<file path="config.mk">
export PLATFORM = sky130hd
export DESIGN_NAME = vga_pixel_engine
export DESIGN_NICKNAME = d
export VERILOG_FILES = /design/src/rtl/vga_timing_pkg.sv /design/src/rtl/vga_sync_delay.sv /design/src/rtl/vga_pixel_engine.sv
export SDC_FILE = /design/constraint.sdc
export NUM_CORES = 1
export LEC_CHECK = 0
export CAP_MARGIN = 15
export CORE_ASPECT_RATIO = 1.75
export CORE_MARGIN = 5
export CORE_UTILIZATION = 50
export CTS_CLUSTER_DIAMETER = 150
export CTS_CLUSTER_SIZE = 28
export DETAILED_ROUTE_END_ITERATION = 10
export GPL_TIMING_DRIVEN = 1
export PLACE_DENSITY = 0.85
export RECOVER_POWER = 50
export SYNTH_ARGS = -nofsm -noshare
export SYNTH_HDL_FRONTEND = slang
export SYNTH_SLANG_ARGS = --single-unit
</file>
<file path="constraint.sdc">
create_clock -name clk -period 3 [get_ports clk]
set_input_delay 0.3 -clock clk [delete_from_list [all_inputs] [get_ports clk]]
set_output_delay 0.3 -clock clk [all_outputs]
set_load 0.03 [all_outputs]
</file>
<file path="src/rtl/vga_timing_pkg.sv">
// Shared VGA timing constants, colour types and the RRRGGGBB -> 24-bit expansion.
package vga_timing_pkg;

  localparam int H_ACTIVE_DEF = 640;
  localparam int H_FP_DEF     = 16;
  localparam int H_SYNC_DEF   = 96;
  localparam int H_BP_DEF     = 48;
  localparam int V_ACTIVE_DEF = 480;
  localparam int V_FP_DEF     = 10;
  localparam int V_SYNC_DEF   = 2;
  localparam int V_BP_DEF     = 33;

  localparam int H_TOTAL  = H_ACTIVE_DEF + H_FP_DEF + H_SYNC_DEF + H_BP_DEF;
  localparam int V_TOTAL  = V_ACTIVE_DEF + V_FP_DEF + V_SYNC_DEF + V_BP_DEF;
  localparam int HS_START = H_ACTIVE_DEF + H_FP_DEF;
  localparam int HS_END   = HS_START + H_SYNC_DEF;
  localparam int VS_START = V_ACTIVE_DEF + V_FP_DEF;
  localparam int VS_END   = VS_START + V_SYNC_DEF;

  typedef struct packed {
    logic [2:0] r;
    logic [2:0] g;
    logic [1:0] b;
  } rgb332_t;

  typedef struct packed {
    logic [7:0] r;
    logic [7:0] g;
    logic [7:0] b;
  } rgb888_t;

  // Bit replication keeps full-scale codes at 8'hFF and zero at 8'h00.
  function automatic rgb888_t expand332(input rgb332_t c);
    rgb888_t o;
    o.r = {c.r, c.r, c.r[2:1]};
    o.g = {c.g, c.g, c.g[2:1]};
    o.b = {c.b, c.b, c.b, c.b};
    return o;
  endfunction

endpackage

</file>
<file path="src/rtl/vga_sync_delay.sv">
// Enable-gated shift register with synchronous reset to RESET_VAL; DEPTH=0 is a wire.
module vga_sync_delay #(
  parameter int              WIDTH     = 3,
  parameter int              DEPTH     = 2,
  parameter logic [WIDTH-1:0] RESET_VAL = '0
) (
  input  logic             clk,
  input  logic             reset,
  input  logic             en,
  input  logic [WIDTH-1:0] d,
  output logic [WIDTH-1:0] q
);

  if (DEPTH == 0) begin : g_pass
    logic unused_s;
    assign unused_s = &{1'b0, clk, reset, en};
    assign q = d;
  end else begin : g_shift
    logic [WIDTH-1:0] stage_r [DEPTH];

    // Shift one stage per enable; reset refills every stage with RESET_VAL
    always_ff @(posedge clk) begin
      if (reset) begin
        for (int i = 0; i < DEPTH; i++) stage_r[i] <= RESET_VAL;
      end else if (en) begin
        stage_r[0] <= d;
        for (int i = 1; i < DEPTH; i++) stage_r[i] <= stage_r[i-1];
      end
    end

    assign q = stage_r[DEPTH-1];
  end

endmodule

</file>
<file path="src/rtl/vga_pixel_engine.sv">
// VGA raster generator and colour back end: counters, sync decode, latency-matched
// timing delay and a shared output register for colour plus syncs.
module vga_pixel_engine
  import vga_timing_pkg::*;
#(
  parameter int H_ACTIVE = H_ACTIVE_DEF,
  parameter int H_FP     = H_FP_DEF,
  parameter int H_SYNC   = H_SYNC_DEF,
  parameter int H_BP     = H_BP_DEF,
  parameter int V_ACTIVE = V_ACTIVE_DEF,
  parameter int V_FP     = V_FP_DEF,
  parameter int V_SYNC   = V_SYNC_DEF,
  parameter int V_BP     = V_BP_DEF,
  parameter int PIPE_LAT = 2
) (
  input  logic        clk,
  input  logic        reset,
  input  logic        pix_en,
  input  logic [7:0]  RGBIn,
  output logic [10:0] pixelX,
  output logic [10:0] pixelY,
  output logic        startOfFrame,
  output logic [7:0]  red,
  output logic [7:0]  green,
  output logic [7:0]  blue,
  output logic        hsync,
  output logic        vsync,
  output logic        blank_n,
  output logic        sync_n
);

  localparam int HT    = H_ACTIVE + H_FP + H_SYNC + H_BP;
  localparam int VT    = V_ACTIVE + V_FP + V_SYNC + V_BP;
  localparam int HS_LO = H_ACTIVE + H_FP;
  localparam int HS_HI = HS_LO + H_SYNC;
  localparam int VS_LO = V_ACTIVE + V_FP;
  localparam int VS_HI = VS_LO + V_SYNC;

  if (HT >= 2048 || VT >= 2048 || PIPE_LAT < 0 || PIPE_LAT > 7) begin : g_cfg_check
    $error("vga_pixel_engine: totals must be < 2048 and PIPE_LAT within 0..7");
  end

  logic [10:0] h_cnt_r, v_cnt_r;
  logic        h_last_s, v_last_s;
  logic        visible_s, hs_raw_s, vs_raw_s;
  logic [2:0]  tim_d_s;
  rgb888_t     rgb_r;
  logic        hsync_r, vsync_r, blank_r;

  assign h_last_s = (h_cnt_r == 11'(HT - 1));
  assign v_last_s = (v_cnt_r == 11'(VT - 1));

  // Raster counters: h wraps every line, v advances (and wraps) on the h wrap
  always_ff @(posedge clk) begin
    if (reset) begin
      h_cnt_r <= 11'd0;
      v_cnt_r <= 11'd0;
    end else if (pix_en) begin
      if (h_last_s) begin
        h_cnt_r <= 11'd0;
        v_cnt_r <= v_last_s ? 11'd0 : v_cnt_r + 11'd1;
      end else begin
        h_cnt_r <= h_cnt_r + 11'd1;
      end
    end
  end

  // Undelayed timing decoded straight from the counters
  always_comb begin
    visible_s = 1'b0;
    hs_raw_s  = 1'b1;
    vs_raw_s  = 1'b1;
    if (h_cnt_r < 11'(H_ACTIVE) && v_cnt_r < 11'(V_ACTIVE)) begin
      visible_s = 1'b1;
    end else begin
      visible_s = 1'b0;
    end
    hs_raw_s = !(h_cnt_r >= 11'(HS_LO) && h_cnt_r < 11'(HS_HI));
    vs_raw_s = !(v_cnt_r >= 11'(VS_LO) && v_cnt_r < 11'(VS_HI));
  end

  vga_sync_delay #(
    .WIDTH     (3),
    .DEPTH     (PIPE_LAT),
    .RESET_VAL (3'b011)
  ) u_sync_delay (
    .clk   (clk),
    .reset (reset),
    .en    (pix_en),
    .d     ({visible_s, hs_raw_s, vs_raw_s}),
    .q     (tim_d_s)
  );

  // Output register: colour captured on the same tick as its delayed timing
  always_ff @(posedge clk) begin
    if (reset) begin
      rgb_r   <= rgb888_t'(24'h000000);
      hsync_r <= 1'b1;
      vsync_r <= 1'b1;
      blank_r <= 1'b0;
    end else if (pix_en) begin
      blank_r <= tim_d_s[2];
      hsync_r <= tim_d_s[1];
      vsync_r <= tim_d_s[0];
      rgb_r   <= tim_d_s[2] ? expand332(rgb332_t'(RGBIn)) : rgb888_t'(24'h000000);
    end
  end

  // Gated with reset so a reset cycle parked at the frame end never pulses
  assign startOfFrame = pix_en & ~reset & h_last_s & v_last_s;
  assign pixelX  = h_cnt_r;
  assign pixelY  = v_cnt_r;
  assign red     = rgb_r.r;
  assign green   = rgb_r.g;
  assign blue    = rgb_r.b;
  assign hsync   = hsync_r;
  assign vsync   = vsync_r;
  assign blank_n = blank_r;
  assign sync_n  = 1'b0;

endmodule

</file>
Word-level counts from Yosys, hierarchy flattened
Memory sizes are Yosys's and may differ from the RTL's. Cells that the tools add are included.

Flip-flop bits (word level): 49. Bits in writable memories: 6. Input bits: 11. Output and inout bits: 51. Word-level logic and storage cells: 42. Memories kept: 1.

Add/subtract/negate cells: 2. $lt $le $gt $ge: 6. Equality and inequality tests: 2. Mux-type cells: 11. Bitwise operators: 6. Reductions and logical operators: 6.

Memories: u_sync_delay.g_shift.stage_r (words 2, bits a word 3, read ports 2, clocked after Yosys merged registers in 0, wr ports 2, RTL line vga_sync_delay.sv:19) `logic [WIDTH-1:0] stage_r [DEPTH];`.

Operators by type and width (count): $mux 24 (1); $add 11x1->11 const B (2); $eq 11x10->1 const B (2); $lt 11x10->1 const B (2); $lt 11x9->1 const B (2); $mux 11 (2); $ge 11x10->1 const B (1); $ge 11x9->1 const B (1); $mux 1 (6); $mux 3 (2); $and 1x1->1 (3); $logic_and 1x1->1 (3); $logic_not 1->1 (2); $or 1x1->1 (2); $reduce_and 2->1 (1); $not 1->1 (1).

Longest topological paths before layout
Gate-level depths: netlist of run 1.

Depth in word-level cells: 4. Gate-level depth with buffers: 6. Gate-level depth less buffers: 6.

Cells and area by module
A second synthesis of run 1 with hierarchy kept.

Cells, all modules: 209. Area, all modules: 1921.8 um2.

Modules (own cells, without submodules): vga_pixel_engine (instances 1, cells an instance 193, area an instance 1657.8 um2, seq. area each 660.6 um2); vga_sync_delay (instances 1, cells an instance 16, area an instance 264.0 um2, seq. area each 180.2 um2).

Worst setup path before layout of run 1
OpenSTA, ideal clock, no wires.

Path type: register -> output. Start point: register h_cnt_r[0], in the netlist pixelX[0]. End point: output port startOfFrame. Data arrival time: 2176 ps. Data required time: 2700 ps. Slack: 524 ps. Stages on the path, launching flop included: 5. Buffers on the path: 0. Path through: dfxtp_1 > ha_1 > and3_2 > nand4_1 > nor4_1.

Word-level cells in the longest chain between the ends: 3.

Ends and longest elaborated chain: start, declared (RTL line vga_pixel_engine.sv:43) `logic [10:0] h_cnt_r, v_cnt_r;`; start signal, assigned (RTL line vga_pixel_engine.sv:63) `h_cnt_r <= h_cnt_r + 11'd1;`; $eq 11x10->1 (RTL line vga_pixel_engine.sv:50) `assign h_last_s = (h_cnt_r == 11'(HT - 1));`; $and 1x1->1 (2 in a row) (RTL line vga_pixel_engine.sv:110) `assign startOfFrame = pix_en & ~reset & h_last_s & v_last_s;`; end, declared (RTL line vga_pixel_engine.sv:22) `output logic startOfFrame,`.

No other way between the ends.

Worst setup path after layout of run 1
Ends and elaborated chain as after synthesis.

==> flow_summary.yaml, run 1 <==
timing:
  hold_violations_final: 0
  maxSlewHeadroom_pct: 32.8
  period_share_pct: 87.6
  setup_viol_count_final: 0
  setup_repair_after_global_routing_missed_its_margin: "false"
  fin_worst_skew_ns: 0.00970
  crit_path_time_final_ns: 2.63
  worst_pin_slew_ns: 1.01
  setup_tns_ns: 0
  post-route-worst-setup-slack_ns: 0.373
  final-max-slew-violation-count: 0
  clock.fmax_ghz: 0.381
logic_synthesis:
  syn_area_per_cell_um2: 9.32
  synth_adder_area_share_pct: 1.86
  synth_ff_type: "dfxtp_1"
  synthesized_area_fraction_occupied_by_ao_oa_aoi_and_oai_cells_pct: 11.0
  synth.cell_area_um2: 2020
  ys_seq_elements: 39
  synth_top_family_by_area: "simple AND/OR/NAND/NOR gates"
  post_synth_mux_area_share_pct: 1.49
  synthesized_area_fraction_occupied_by_and_or_nand_nor_cells_pct: 29.2
  postSynthCellCount: 217
  yosys.area_share.xor_xnor_pct: 3.90
  portion_of_the_post_synthesis_area_used_by_sequential_elements_pct: 41.6
  edff_count_synth: 6
  async_flop_share_pct: 0
  synth_nets: 231
  yosysWarningCount: 0
  synth_cell_types: 50
global_route:
  grt_pass1_wl_mm: 8.04
  antenna_violations_before_repair: 0
  via_count_of_the_first_global_routing_pass: 1708
  overflow_left_after_global_routing: 0
  grt_max_degree: 24
  grtUsageTotal_pct: 18.8
detailed_routing:
  via_count: 1735
  drt.antenna.violating_nets: 0
  drc: 0
  final_routed_wirelength_mm: 4.75
  router_iterations_before_antenna_repair: 4
  viasPerCell: 5.60
  drt_iter0_drc: 39
  routed_len_inst_um: 15.3
worst_hold_path:
  hp-start: "u_sync_delay.g_shift.stage_r[0][4]"
  worstHoldPathCells: 2
  hold_path_end: "hsync"
  min-delay-path-class: "register to register"
power_and_ir_drop:
  peakVddDrop_mv: 0.305
  power_density_nw_per_um2: 378
  total_power_mw: 0.977
  leakage_nw: 0.939
status:
  run_status: "completed"
finish:
  multi_input_comb_area_um2: 960
  seq_area_um2: 841
  antenna-diode-count: 0
  most_used_cells_in_the_layout_excluding_fill_and_tap_cells: "38 x clkdlybuf4s50_1, 33 x dfxtp_1, 23 x nor2_1"
  area_growth_syn_to_layout_pct: 27.7
  drive_above_1_share_pct: 6.49
  most_common_cell_after_layout_fill_and_taps_aside: "clkdlybuf4s50_1"
  fillCellCount: 338
  final_net_count: 275
  fin_area_um2: 2580
  number_of_cells_in_the_finished_layout_apart_from_fillers: 310
placement:
  place_worst_setup_slack_ns: 0.696
  dpl_cell_area_um2: 2510
  dp_cells: 302
  gp_congestion: 0.915
  place.port_buffers: 60
  place_hpwl_mm: 3.64
floorplanning:
  start_util_pct: 51.8
  die_y_um: 94.1
  die_area_um2: 5470
  dieWidth_um: 58.1
  ioPinCount: 62
  core_region_area_um2: 3900
  rows: 30
cts:
  postCtsSetupBuffers: 0
  cts_buffers: 5
  tritoncts: "done"
  cts_max_level: 2
  path_clk_slew_ns: 0.07
  root_buffer: "clkbuf_8"
  clk-insertion-delay-late_ns: 0.29
  cts_buffer_depth: 2
  cts.sink_count: 39
  cts-resized-gates: 0
  cts-hold-fix-buffers: 0
setup_path:
  timing_worst_setup_path_type: "register to output pin"
  critical_path.startpoint_type: "register"
  worst_r2r_endpoint: "pixelY[4]"
  cp_data_required_time_ns: 2.70
  crit_fanout: 6
  startpoint: "pixelX[0]"
  timing.reg2reg.setup_slack_ns: 1.14
  crit_path_end_kind: "output pin"
  cp.arrival_ns: 2.33
  rr_startpoint: "pixelX[0]"
  r2r_cells: 5
run:
  cap_viol_max_count: 0
layer usage:
metal	vias to the layer above	wire length, um	part of all wire (%)	GRT usage, %
met5	-	0	0	0
met4	0	137	2.9	10.1
li1	855	-	-	-
met3	11	299	6.3	4.13
met1	801	1840	39	20.7
met2	68	2480	52	32.7
synth_stat cells, types with 2 or more instances:
cell | n | area [um^2]
a31oi_1 | 6 | 37.5
nand3_1 | 14 | 70.1
buf_2 | 2 | 10.0
or3_1 | 5 | 31.3
and4_1 | 4 | 35.0
mux2i_1 | 3 | 30.0
buf_4 | 17 | 128
inv_1 | 4 | 15.0
a21oi_1 | 6 | 30.0
xor2_1 | 4 | 35.0
clkbuf_1 | 4 | 15.0
nand4_1 | 5 | 31.3
buf_6 | 3 | 33.8
dfxtp_1 | 33 | 661
a22oi_1 | 8 | 60.1
nor4_1 | 4 | 25.0
o31ai_1 | 2 | 15.0
o211ai_1 | 2 | 15.0
xnor2_1 | 5 | 43.8
o21ai_0 | 2 | 10.0
nor3_1 | 4 | 20.0
ha_1 | 3 | 37.5
nand2_1 | 17 | 63.8
nor2_1 | 23 | 86.3
and4bb_4 | 2 | 32.5
edfxtp_1 | 6 | 180
nand2b_1 | 3 | 18.8
and3_1 | 3 | 18.8
and2_1 | 2 | 12.5
cell families after synthesis:
family,count (synthesis)
adder cells (fa/ha/maj),3
multiplexers,3
XOR/XNOR,9
AND/OR/NAND/NOR,98
flip-flops,39
other,1
buffers and inverters,32
AO/OA/AOI/OAI,32
per-stage QoR:
step	hold slack (ns)	util, %
after floorplan	0.438	-
after global placement	0.451	64.4
after detailed placement	0.459	64.4
after CTS	0.478	66.4
after global routing	0.508	66.2
final	0.474	66.2
critical path, stage by stage, from the launching register on:
cell	delay, ns
dfxtp_1	0.42
ha_1	0.24
and3_2	0.25
nand4_1	0.16
nor4_1	0.25
clkdlybuf4s50_1	0.73
where the power goes:
group	leakage (nW)	switching [mW]	internal, mW
Combinational	0.577	0.0584	0.0377
Sequential	0.323	0.00675	0.541
Clock	0.0395	0.168	0.165
layout make-up:
cell class,instances,share of cell area [%]
timing repair buffer,64,24.1
sequential,39,32.6
inverter,5,0.727
multi-input combinational,146,37.2
clock buffer,8,3.10
tap,48,2.33
registers in the layout (all words and copies together) (netlist names):
register and flops:
blank_n 1, blue 2, green 3, hsync 1, pixelX 11, pixelY 11, red 3, u_sync_delay.g_shift.stage_r 6
vsync 1
worst max path at each step:
| stage | to | slack (ns) | depth (start not counted) |
|---|---|---|---|
| global route | startOfFrame | 0.16 | 5 |
| detailed placement | startOfFrame | 0.70 | 5 |
| CTS | startOfFrame | 0.34 | 5 |
| global placement | startOfFrame | 0.64 | 5 |
| finish | startOfFrame | 0.37 | 5 |
| floorplan | startOfFrame | 0.52 | 4 |
Note: power is estimated with default switching activity, not from simulation.
==> run 2, diff against run 1 <==
--- a/config.mk
+++ b/config.mk
@@ -8,12 +8,12 @@
 export CAP_MARGIN = 15
 export CORE_ASPECT_RATIO = 1.75
 export CORE_MARGIN = 5
-export CORE_UTILIZATION = 50
+export CORE_UTILIZATION = 47
 export CTS_CLUSTER_DIAMETER = 150
 export CTS_CLUSTER_SIZE = 28
 export DETAILED_ROUTE_END_ITERATION = 10
 export GPL_TIMING_DRIVEN = 1
-export PLACE_DENSITY = 0.85
+export PLACE_DENSITY = 0.8
 export RECOVER_POWER = 50
 export SYNTH_ARGS = -nofsm -noshare
 export SYNTH_HDL_FRONTEND = slang
==> constraint.sdc (replaced) <==
create_clock -name clk -period 2.6 [get_ports clk]
set_input_delay 0.26 -clock clk [delete_from_list [all_inputs] [get_ports clk]]
set_output_delay 0.26 -clock clk [all_outputs]
set_load 0.03 [all_outputs]
==> run 2 against run 1 <==
First-iteration DRC count rose by 5.1%. Global-route usage about the same. Core utilization shrank 2.6 points. Clock skew fell by 0.0039 ns. Cell count grew 1.9%. Critical endpoint unchanged. Largest cell class unchanged.
==> flow_summary.yaml, run 2 (synthesis results as in run 1) <==
finish:
  drive_above_1_share_pct: 8.24
  seq_area_um2: 841
  antenna-diode-count: 0
  most_common_cell_after_layout_fill_and_taps_aside: "dfxtp_1"
  most_used_cells_in_the_layout_excluding_fill_and_tap_cells: "33 x dfxtp_1, 31 x clkdlybuf4s50_1, 28 x dlygate4sd3_1"
  post-route-util_pct: 63.6
  multi_input_comb_area_um2: 958
  fillCellCount: 367
  number_of_cells_in_the_finished_layout_apart_from_fillers: 316
  area_growth_syn_to_layout_pct: 30.5
  final_net_count: 280
placement:
  place_hpwl_mm: 3.75
  gp_congestion: 0.906
  place.port_buffers: 60
  dp_cells: 308
setup_path:
  cp_data_required_time_ns: 2.34
  worst_r2r_endpoint: "pixelY[4]"
  timing_worst_setup_path_type: "register to output pin"
  crit_fanout: 5
  r2r_cells: 5
  cp.arrival_ns: 2.17
  crit_end: "startOfFrame"
  rr_startpoint: "pixelX[1]"
  crit_path_end_kind: "output pin"
  startpoint: "pixelX[1]"
  critical_path.startpoint_type: "register"
  timing.reg2reg.setup_slack_ns: 0.70
cts:
  cts-resized-gates: 1
  cts.sink_count: 39
  cts_buffers: 5
  cts_buffer_depth: 2
  tritoncts: "done"
  cts_max_level: 2
  cts-hold-fix-buffers: 0
  clk-insertion-delay-late_ns: 0.29
  postCtsSetupBuffers: 0
  root_buffer: "clkbuf_8"
  path_clk_slew_ns: 0.07
timing:
  final-max-slew-violation-count: 0
  hold_violations_final: 0
  finalHoldWorstSlack_ns: 0.468
  fin_worst_skew_ns: 0.00576
  setup_viol_count_final: 0
  setup_repair_after_global_routing_missed_its_margin: "false"
  maxSlewHeadroom_pct: 55.9
  worst_pin_slew_ns: 0.661
  setup_tns_ns: 0
  period_share_pct: 93.5
  crit_path_time_final_ns: 2.43
  clock.fmax_ghz: 0.411
global_route:
  gr-usage-met3_pct: 5.46
  most_used_routing_layer: "met2"
  grtUsageTotal_pct: 18.8
  grt_max_degree: 24
  grt_pass1_wl_mm: 8.44
  antenna_violations_before_repair: 0
  overflow_left_after_global_routing: 0
  use_met1_pct: 21.2
  via_count_of_the_first_global_routing_pass: 1734
  gr-usage-met2_pct: 31.8
worst_hold_path:
  min-delay-path-class: "register to register"
floorplanning:
  rows: 31
  core_region_area_um2: 4150
  start_util_pct: 48.7
  dieWidth_um: 59.6
  ioPinCount: 62
  die_y_um: 96.8
  die_area_um2: 5770
power_and_ir_drop:
  power_density_nw_per_um2: 449
  leakage_nw: 1.00
  total_power_mw: 1.19
  power_switching_share_pct: 23.2
  switchingPower_mw: 0.275
  internal_mw: 0.911
  peakVddDrop_mv: 0.454
  power.sequential.fraction_pct: 53.2
  power.clock.fraction_pct: 37.2
  power_frac_comb_pct: 9.6
run:
  cap_viol_max_count: 0
detailed_routing:
  drt_iter0_drc: 41
  drt.antenna.violating_nets: 0
  via_count: 1733
  router_iterations_before_antenna_repair: 4
  viasPerCell: 5.48
  final_routed_wirelength_mm: 5.01
  routed_len_inst_um: 15.9
  drc: 0
status:
  run_status: "completed"
[run 2: cell count changes in the layout (fill, tap and decap cells not counted), moves of 2 or more]
cell / delta
clkdlybuf4s50_1: -7
dlygate4sd3_1: +6
buf_4: +5
clkbuf_1: -2
clkbuf_8: +2
[run 2: layer usage]
metal	wire [um]	share of wire (%)
met5	0	0
met4	84	1.7
met3	425	8.5
met2	2650	53
met1	1850	37
[run 2: metrics by stage]
step	instance area, um^2	worst slack, ns
3_5_place_dp	2550	0.280
6_report	2640	0.168
3_3_place_gp	2550	0.282
2_1_floorplan	2020	0.164
4_1_cts	2650	0.234
5_1_grt	2640	0.0575
[run 2: area by class of cell]
class,instances,area share [%]
clock buffers,8,3.79
inverters,5,0.711
multi-input cells,146,36.3
flip-flops and latches,39,31.9
well taps,49,2.32
repair buffers,69,25.0
[run 2: worst min path at each step]
stage | cells past startpoint | from | end
global route | 2 | u_sync_delay.g_shift.stage_r[0][3] | vsync
floorplan | 2 | RGBIn[1] | blue[5]
global placement | 2 | u_sync_delay.g_shift.stage_r[0][4] | hsync
finish | 2 | u_sync_delay.g_shift.stage_r[0][3] | vsync
detailed placement | 2 | u_sync_delay.g_shift.stage_r[0][4] | hsync
CTS | 2 | u_sync_delay.g_shift.stage_r[0][4] | hsync
[run 2: critical path, stage by stage (launching register included)]
cell           delay [ns]
dfxtp_1              0.40
ha_1                 0.24
and3_1               0.28
nand4_1              0.18
nor4_1               0.32
dlygate4sd2_1        0.45
[run 2: power by group through the flow]
stage          sequential, mW  clock (mW)  combinational, mW
4_1_cts                 0.631       0.451              0.122
6_report                0.631       0.442              0.114
2_1_floorplan           0.659           0             0.0612
5_1_grt                 0.632       0.483              0.123
3_3_place_gp            0.644           0              0.120
3_5_place_dp            0.645           0              0.121
